===== src/rtl/joystick_sampler.sv =====
// Two-channel joystick ADC poller: prescaled req/ack conversions, 2^AVG_LOG2 pair averaging,
// watchdog on stalled conversions with a sticky error flag.
module joystick_sampler #(
   parameter int PERIOD   = 50000,
   parameter int AVG_LOG2 = 2,
   parameter int TIMEOUT  = 255,
   parameter int CENTER   = 1350
) (
   input  logic        Clk,
   input  logic        Reset_n,
   input  logic        err_clr,
   output logic        adc_req,
   output logic        adc_ch,
   input  logic        adc_ack,
   input  logic [11:0] adc_data,
   output logic [11:0] x_val,
   output logic [11:0] y_val,
   output logic        sample_valid,
   output logic        adc_err,
   output logic        busy
);

   localparam int PW    = (PERIOD > 1) ? $clog2(PERIOD) : 1;
   localparam int AW    = 12 + AVG_LOG2;
   localparam int CW    = AVG_LOG2 + 1;
   localparam int WW    = $clog2(TIMEOUT + 1);
   localparam int PAIRS = 1 << AVG_LOG2;

   typedef enum logic [1:0] {
      ST_IDLE   = 2'd0,
      ST_REQ_X  = 2'd1,
      ST_REQ_Y  = 2'd2,
      ST_UPDATE = 2'd3
   } state_t;

   state_t          state_r;
   state_t          state_nx_s;
   logic [PW-1:0]   pre_r;
   logic [WW-1:0]   wd_r;
   logic [CW-1:0]   pair_cnt_r;
   logic [AW-1:0]   acc_x_r;
   logic [AW-1:0]   acc_y_r;
   logic [AW-1:0]   acc_y_sum_s;
   logic            tick_s;
   logic            ack_take_s;
   logic            expire_s;
   logic            last_pair_s;
   logic            req_nx_s;
   logic            adc_req_r;
   logic            adc_ch_r;
   logic            busy_r;
   logic            sample_valid_r;
   logic            adc_err_r;
   logic [11:0]     x_val_r;
   logic [11:0]     y_val_r;

   // Truncating divide by the batch size; the accumulator is sized so this always fits 12 bits.
   function automatic logic [11:0] avg_of(input logic [AW-1:0] acc);
      return acc[AW-1:AVG_LOG2];
   endfunction

   assign tick_s      = (pre_r == PW'(PERIOD - 1));
   assign ack_take_s  = adc_req_r & adc_ack;
   assign expire_s    = adc_req_r & ~adc_ack & (wd_r == WW'(TIMEOUT - 1));
   assign last_pair_s = (pair_cnt_r == CW'(PAIRS - 1));
   assign acc_y_sum_s = acc_y_r + AW'(adc_data);

   // Free-running poll prescaler.
   always_ff @(posedge Clk or negedge Reset_n) begin
      if (!Reset_n) begin
         pre_r <= '0;
      end else if (tick_s) begin
         pre_r <= '0;
      end else begin
         pre_r <= pre_r + PW'(1);
      end
   end

   // State register.
   always_ff @(posedge Clk or negedge Reset_n) begin
      if (!Reset_n) begin
         state_r <= ST_IDLE;
      end else begin
         state_r <= state_nx_s;
      end
   end

   // Next state; the request is held low for the first REQ_Y cycle to separate X and Y requests.
   always_comb begin
      state_nx_s = state_r;
      case (state_r)
         ST_IDLE: begin
            if (tick_s) state_nx_s = ST_REQ_X;
            else        state_nx_s = ST_IDLE;
         end
         ST_REQ_X: begin
            if (ack_take_s)    state_nx_s = ST_REQ_Y;
            else if (expire_s) state_nx_s = ST_IDLE;
            else               state_nx_s = ST_REQ_X;
         end
         ST_REQ_Y: begin
            if (ack_take_s) begin
               if (last_pair_s) state_nx_s = ST_UPDATE;
               else             state_nx_s = ST_IDLE;
            end else if (expire_s) begin
               state_nx_s = ST_IDLE;
            end else begin
               state_nx_s = ST_REQ_Y;
            end
         end
         ST_UPDATE: state_nx_s = ST_IDLE;
         default:   state_nx_s = ST_IDLE;
      endcase
      req_nx_s = (state_nx_s == ST_REQ_X) ||
                 ((state_nx_s == ST_REQ_Y) && (state_r == ST_REQ_Y));
   end

   // Watchdog: counts request-high cycles, restarted on every state change.
   always_ff @(posedge Clk or negedge Reset_n) begin
      if (!Reset_n) begin
         wd_r <= '0;
      end else if (state_nx_s != state_r) begin
         wd_r <= '0;
      end else if (adc_req_r) begin
         wd_r <= wd_r + WW'(1);
      end else begin
         wd_r <= wd_r;
      end
   end

   // Batch accumulators; a timeout throws away the partial batch.
   always_ff @(posedge Clk or negedge Reset_n) begin
      if (!Reset_n) begin
         acc_x_r    <= '0;
         acc_y_r    <= '0;
         pair_cnt_r <= '0;
      end else if (expire_s || (state_r == ST_UPDATE)) begin
         acc_x_r    <= '0;
         acc_y_r    <= '0;
         pair_cnt_r <= '0;
      end else if (ack_take_s && (state_r == ST_REQ_X)) begin
         acc_x_r    <= acc_x_r + AW'(adc_data);
      end else if (ack_take_s && (state_r == ST_REQ_Y)) begin
         acc_y_r    <= acc_y_sum_s;
         pair_cnt_r <= pair_cnt_r + CW'(1);
      end else begin
         acc_x_r    <= acc_x_r;
         acc_y_r    <= acc_y_r;
         pair_cnt_r <= pair_cnt_r;
      end
   end

   // Registered handshake/status outputs, decoded from the next state.
   always_ff @(posedge Clk or negedge Reset_n) begin
      if (!Reset_n) begin
         adc_req_r      <= 1'b0;
         adc_ch_r       <= 1'b0;
         busy_r         <= 1'b0;
         sample_valid_r <= 1'b0;
      end else begin
         adc_req_r      <= req_nx_s;
         adc_ch_r       <= (state_nx_s == ST_REQ_Y);
         busy_r         <= (state_nx_s != ST_IDLE);
         sample_valid_r <= (state_nx_s == ST_UPDATE);
      end
   end

   // Averages load on the edge entering UPDATE so they appear together with the pulse.
   always_ff @(posedge Clk or negedge Reset_n) begin
      if (!Reset_n) begin
         x_val_r <= 12'(CENTER);
         y_val_r <= 12'(CENTER);
      end else if (state_nx_s == ST_UPDATE) begin
         x_val_r <= avg_of(acc_x_r);
         y_val_r <= avg_of(acc_y_sum_s);
      end else begin
         x_val_r <= x_val_r;
         y_val_r <= y_val_r;
      end
   end

   // Sticky error; a fresh timeout beats a simultaneous clear.
   always_ff @(posedge Clk or negedge Reset_n) begin
      if (!Reset_n) begin
         adc_err_r <= 1'b0;
      end else if (expire_s) begin
         adc_err_r <= 1'b1;
      end else if (err_clr) begin
         adc_err_r <= 1'b0;
      end else begin
         adc_err_r <= adc_err_r;
      end
   end

   assign adc_req      = adc_req_r;
   assign adc_ch       = adc_ch_r;
   assign busy         = busy_r;
   assign sample_valid = sample_valid_r;
   assign adc_err      = adc_err_r;
   assign x_val        = x_val_r;
   assign y_val        = y_val_r;

endmodule


===== config.mk =====
export PLATFORM = sky130hd
export DESIGN_NAME = joystick_sampler
export DESIGN_NICKNAME = d
export VERILOG_FILES = /design/src/rtl/joystick_sampler.sv
export SDC_FILE = /design/constraint.sdc
export NUM_CORES = 1
export LEC_CHECK = 0
export ABC_AREA = 1
export CAP_MARGIN = 15
export CORE_AREA = 2 2 102 95
export CTS_BUF_LIST = sky130_fd_sc_hd__clkbuf_16
export DETAILED_ROUTE_END_ITERATION = 8
export DIE_AREA = 0 0 104 97
export DONT_BUFFER_PORTS = 1
export MAX_ROUTING_LAYER = met4
export PLACE_DENSITY_LB_ADDON = 0.12
export RECOVER_POWER = 100
export SYNTH_ARGS = -nofsm -noshare
export SYNTH_HDL_FRONTEND = slang
export SYNTH_SLANG_ARGS = --single-unit

===== constraint.sdc =====
create_clock -name Clk -period 2.1 [get_ports Clk]
set_clock_uncertainty 0.2 [all_clocks]
set_input_delay 0.21 -clock Clk [delete_from_list [all_inputs] [get_ports Clk]]
set_output_delay 0.21 -clock Clk [all_outputs]
set_load 0.02 [all_outputs]

After elaboration in Yosys (flattened, before gate mapping)
Cells that the tools add are included.
W data, S select, Z words.
Word-level totals
  input bits: 16
  output and inout bits: 29
  flip-flop bits (word level): 86
  word-level logic and storage cells: 65
Operators by class
  bitwise logic cells: 4
  reductions and logical operators: 12
  add/subtract/negate cells: 5
  eq/ne operators: 11
  multiplexer cells: 20
Operators with widths (count)
  $mux W14: 5
  $add A14 B12 Y14: 2
  $add A16 B1 Y16 const B: 1
  $eq A16 B16 Y1 const B: 1
  $mux W16: 1
  $mux W8: 2
  $reduce_bool A2 Y1: 5
  $mux W3: 3
  $add A8 B1 Y8 const B: 1
  $eq A2 B2 Y1 const B: 4
  $eq A8 B8 Y1 const B: 1
  $mux W2: 4
  $pmux W2 S4: 1
  $eq A2 B1 Y1 const B: 2
  $mux W1: 4
  $add A3 B1 Y3 const B: 1
  $and A1 B1 Y1: 3
  $eq A3 B2 Y1 const B: 1
  $logic_and A1 B1 Y1: 3
  $logic_not A2 Y1: 1
  $logic_or A1 B1 Y1: 2
  $ne A2 B2 Y1: 1
  $ne A2 B2 Y1 const B: 1
  $reduce_and A2 Y1: 1
  $not A1 Y1: 1

Depth between registers and ports, before layout
  depth in word-level cells: 9
  depth in mapped cells: 11
  mapped depth without buffers: 11

Least setup slack after synthesis
No wires, ideal clock.
  path type: reg-to-reg
  start point: reg acc_y_r[0]
  end point: reg acc_y_r[12]
  required time: 1783 ps
  data arrival time: 1708 ps
  path slack: 74 ps
  path buffers: 0
  library setup time: 117 ps
  period minus slack after synthesis: 2026 ps
  cell stages (with the launch flop): 12
  cells stage by stage: dfrtp_1 > ha_1 > inv_1 > fa_1 > inv_1 > nand2_1 > o21ai_0 > nand3_1 > nand3_1 > nand2_1 > nand3_1 > nand2_1
On the way
  longest elaborated chain between the ends: 4
RTL lines
  from (decl): RTL line 42  | logic [AW-1:0] acc_y_r;
  from (signal assigned): RTL line 144  | acc_y_r <= acc_y_sum_s;
  from (signal assigned): RTL line 148  | acc_y_r <= acc_y_r;
  $add A14 B12 Y14: RTL line 66  | assign acc_y_sum_s = acc_y_r + AW'(adc_data);
  $mux W14: RTL line 143  | end else if (ack_take_s && (state_r == ST_REQ_Y)) begin
  $mux W14: RTL line 141  | end else if (ack_take_s && (state_r == ST_REQ_X)) begin
  $mux W14: RTL line 137  | end else if (expire_s || (state_r == ST_UPDATE)) begin
No other way between the ends. The select of a mux whose other input is x is not followed.
A chain may end at the register's enable or synchronous reset.

Worst setup path in the final report
Same ends and word-level chain as after synthesis.

==> flow_metrics.env <==
export IMPL_status="complete, but fails checks"
export IMPL_failed_checks="hold timing"
export IMPL_slew_viol_final=0
export IMPL_path_class="register to register"
export IMPL_die_area_um2=10100
export IMPL_post_route_util=0.634
export IMPL_commonest_non_fill_non_tap_cell_in_the_layout="sky130_fd_sc_hd__nand2_1"
export IMPL_placement_io_buffers=0
export IMPL_number_of_buffers_inserted_during_clock_tree_synthesis=9
export IMPL_final_hold_viol_count=86
export IMPL_synthDominantAreaCellType="sky130_fd_sc_hd__dfrtp_1"
export IMPL_clock_tree_buffer_depth=2
export IMPL_floorplan_die_height_um=97
export IMPL_powerDensity_nw_per_um2=582
export IMPL_avgSynthCellArea_um2=7.46
export IMPL_worst_slack_ps=140
export IMPL_design_final_nets=752
export IMPL_r2r_startpoint="acc_y_r[0]"
export IMPL_relSlewSlack=0.693
export IMPL_detailedRoute_firstPassIterationCount=5
export IMPL_rsz0062_at_grt="yes"
export IMPL_postRouteAntennaNets=0
export IMPL_p_total_w=0.00329
export IMPL_grt_first_pass_wirelength_mm=20.3
export IMPL_grt_max_degree=87
export IMPL_synth_yosys_warnings=0
export IMPL_post_synth_main_area_contributors="sky130_fd_sc_hd__dfrtp_1 (37%), sky130_fd_sc_hd__nand2_1 (18%), sky130_fd_sc_hd__ha_1 (7.1%)"
export IMPL_postCtsHoldBufs=5
export IMPL_setup_tns_ps=0
export IMPL_grt_usage=0.253
export IMPL_core_region_area_um2=8920
export IMPL_detailed_place_area_um2=5300
export IMPL_hold_slack_ps=-644
export IMPL_flow_area_growth_from_synthesis_pct=10.7
export IMPL_drt_vias_per_instance=5.21
export IMPL_floorplan_io_pins=45
export IMPL_drt_initial_drc_count=177
export IMPL_slew_of_the_pin_with_the_lowest_slew_margin_ps=461
export IMPL_average_routed_wire_per_standard_cell_um=13.8
export IMPL_end_kind="register"
export IMPL_synth_top_area_frac=0.372
export IMPL_clkTransAtPathRegs_ps=70
export IMPL_synthesis_area_um2=5110
export IMPL_synth_cell_types=33
export IMPL_ctsHtreeMaxLevel=3
export IMPL_post_route_period_util=0.933
export IMPL_critPathLaunchType="register"
export IMPL_die_w_um=104
export IMPL_initial_utilization=0.573
export IMPL_setup_violations=0
export IMPL_grt_remaining_overflow=0
export IMPL_final_layout_size_suffix_gt1_frac=0.0873
export IMPL_r2r_worst_path_cells=12
export IMPL_finalWirelength_mm=11.5
export IMPL_vdd_drop_max_uv=384
export IMPL_via_total_after_detailed_routing=4332
export IMPL_pre_cts_ws_ps=27.4
export IMPL_vias_in_the_first_global_route=4324
export IMPL_reg_to_reg_endpoint="acc_y_r[12]"
export IMPL_clock_sinks=86
export IMPL_post_route_drc_count=0
export IMPL_min_path_type="primary input to asynchronous set/reset pin"
export IMPL_syn_instance_count=685
export IMPL_cts_tree="built"
export IMPL_yosysSeqAreaShare=0.423
export IMPL_place_detailed_hpwl_mm=8.41
export IMPL_finalInstanceArea_um2=5660
export IMPL_diodes=0
export IMPL_postSynthRegisterBits=86
export IMPL_grt_antenna_before_repair=0
export IMPL_critical_path_peak_fanout=3
export IMPL_row_count=33
export IMPL_fmax_ghz=0.510
export IMPL_leakagePower_nw=3.08
export IMPL_critPathRequiredTime_ps=2140
export IMPL_routabilityCongestion=0.961
export IMPL_clock_latency_reported_for_the_late_side_of_the_worst_skew_pair_ps=340
export IMPL_reg2reg_setup_slack_ps=140
export IMPL_drv_max_cap_violation_count=0
export IMPL_synth_fp_nets=732
export IMPL_timing_critical_path_arrival_ps=2000
export IMPL_finalWorstPathRequiredPeriod_ps=1960
export IMPL_root_buffer="sky130_fd_sc_hd__clkbuf_16"
export IMPL_layout_cells_most_common_list="sky130_fd_sc_hd__nand2_1 (241), sky130_fd_sc_hd__inv_1 (85), sky130_fd_sc_hd__dfrtp_1 (76), sky130_fd_sc_hd__nor2_1 (59), sky130_fd_sc_hd__nand3_1 (57)"
-- what timing repair did --
action / 4_1_cts / 5_1_grt
resized for setup: 0 / 9
setup endpoints to repair: 0 / 8
hold endpoints to repair: 91 / 86
setup buffers: 0 / 1
-- sequential cells by signal, indices dropped and copies added, names as in the netlist --
| register | cells |
|---|---|
| pre_r | 16 |
| acc_x_r | 14 |
| acc_y_r | 14 |
| x_val | 12 |
| y_val | 12 |
| wd_r | 8 |
| pair_cnt_r | 3 |
| state_r | 2 |
| adc_ch | 1 |
| adc_err | 1 |
| adc_req | 1 |
| busy | 1 |
| sample_valid | 1 |
-- critical path: stages (launching register included) --
cell	delay, ps
sky130_fd_sc_hd__dfrtp_1	350
sky130_fd_sc_hd__ha_2	180
sky130_fd_sc_hd__inv_1	50
sky130_fd_sc_hd__fa_2	350
sky130_fd_sc_hd__inv_2	70
sky130_fd_sc_hd__nand2_2	50
sky130_fd_sc_hd__o21ai_2	130
sky130_fd_sc_hd__buf_4	130
sky130_fd_sc_hd__nand3_1	80
sky130_fd_sc_hd__nand3_1	80
sky130_fd_sc_hd__nand2_1	60
sky130_fd_sc_hd__nand3_1	70
sky130_fd_sc_hd__nand2_1	50
-- worst max-delay path by stage --
| stage | from | cells after the start | slack, ps | end |
|---|---|---|---|---|
| finish | acc_y_r[0] | 12 | 140 | acc_y_r[12] |
| global route | acc_y_r[0] | 12 | -30 | acc_y_r[12] |
| CTS | acc_y_r[0] | 12 | 8 | acc_y_r[12] |
| detailed placement | acc_y_r[0] | 12 | 30 | acc_y_r[12] |
| global placement | acc_y_r[0] | 12 | 100 | acc_y_r[12] |
| floorplan | acc_y_r[0] | 11 | 70 | acc_y_r[12] |
-- per-layer routing --
layer  routed length, µm  share of wire  global-route usage  up-vias
li1                    -              -                   -     2222
met1                5560           0.48               0.344     2007
met2                5220           0.45               0.392       91
met3                 597          0.052              0.0451       12
met4                 150          0.013              0.0717        0
met5                   0              0                   -        -
-- area by class of cell --
cell class	count	area, µm²
Clock buffer	9	225
Clock inverter	7	55.1
Fill cell	819	3260
Inverter	89	334
Multi-Input combinational cell	500	2570
Sequential cell	86	2160
Tap cell	122	153
Timing Repair Buffer	19	155
-- kinds of logic after synthesis --
family / after synthesis / synth area share
AND/OR/NAND/NOR: 401 / 0.332
buffers and inverters: 99 / 0.0773
flip-flops: 86 / 0.423
AO/OA/AOI/OAI: 48 / 0.0538
adder cells (fa/ha/maj): 31 / 0.0788
XOR/XNOR: 20 / 0.0343
-- stage by stage --
stage | cells | hold WS [ps]
floorplan | 685 | -286
global placement | 810 | -284
detailed placement | 810 | -283
CTS | 831 | -652
global route | 832 | -655
finish | 832 | -644
-- power breakdown --
| group | switching, W | total, W | leakage [nW] | internal [W] |
|---|---|---|---|---|
| Clock | 0.000722 | 0.00154 | 0.133 | 0.000817 |
| Combinational | 0.0000594 | 0.0000977 | 1.80 | 0.0000383 |
| Sequential | 0.0000000000000000000858 | 0.00166 | 1.15 | 0.00166 |
-- Yosys cell counts (all sizes together) --
| cell | number |
|---|---|
| nand3 | 58 |
| nand4 | 14 |
| and2 | 1 |
| xor2 | 15 |
| o21a | 1 |
| inv | 89 |
| o211ai | 1 |
| xnor2 | 5 |
| dfstp | 10 |
| o21ai | 22 |
| nor3 | 11 |
| o21bai | 2 |
| a22o | 5 |
| fa | 2 |
| buf | 10 |
| nand2 | 247 |
| a21o | 1 |
| nor2 | 63 |
| dfrtp | 76 |
| or2 | 3 |
| a21oi | 13 |
| a31oi | 3 |
| ha | 29 |
| nand3b | 4 |
No activity file was read; power rests on OpenSTA's default activity.
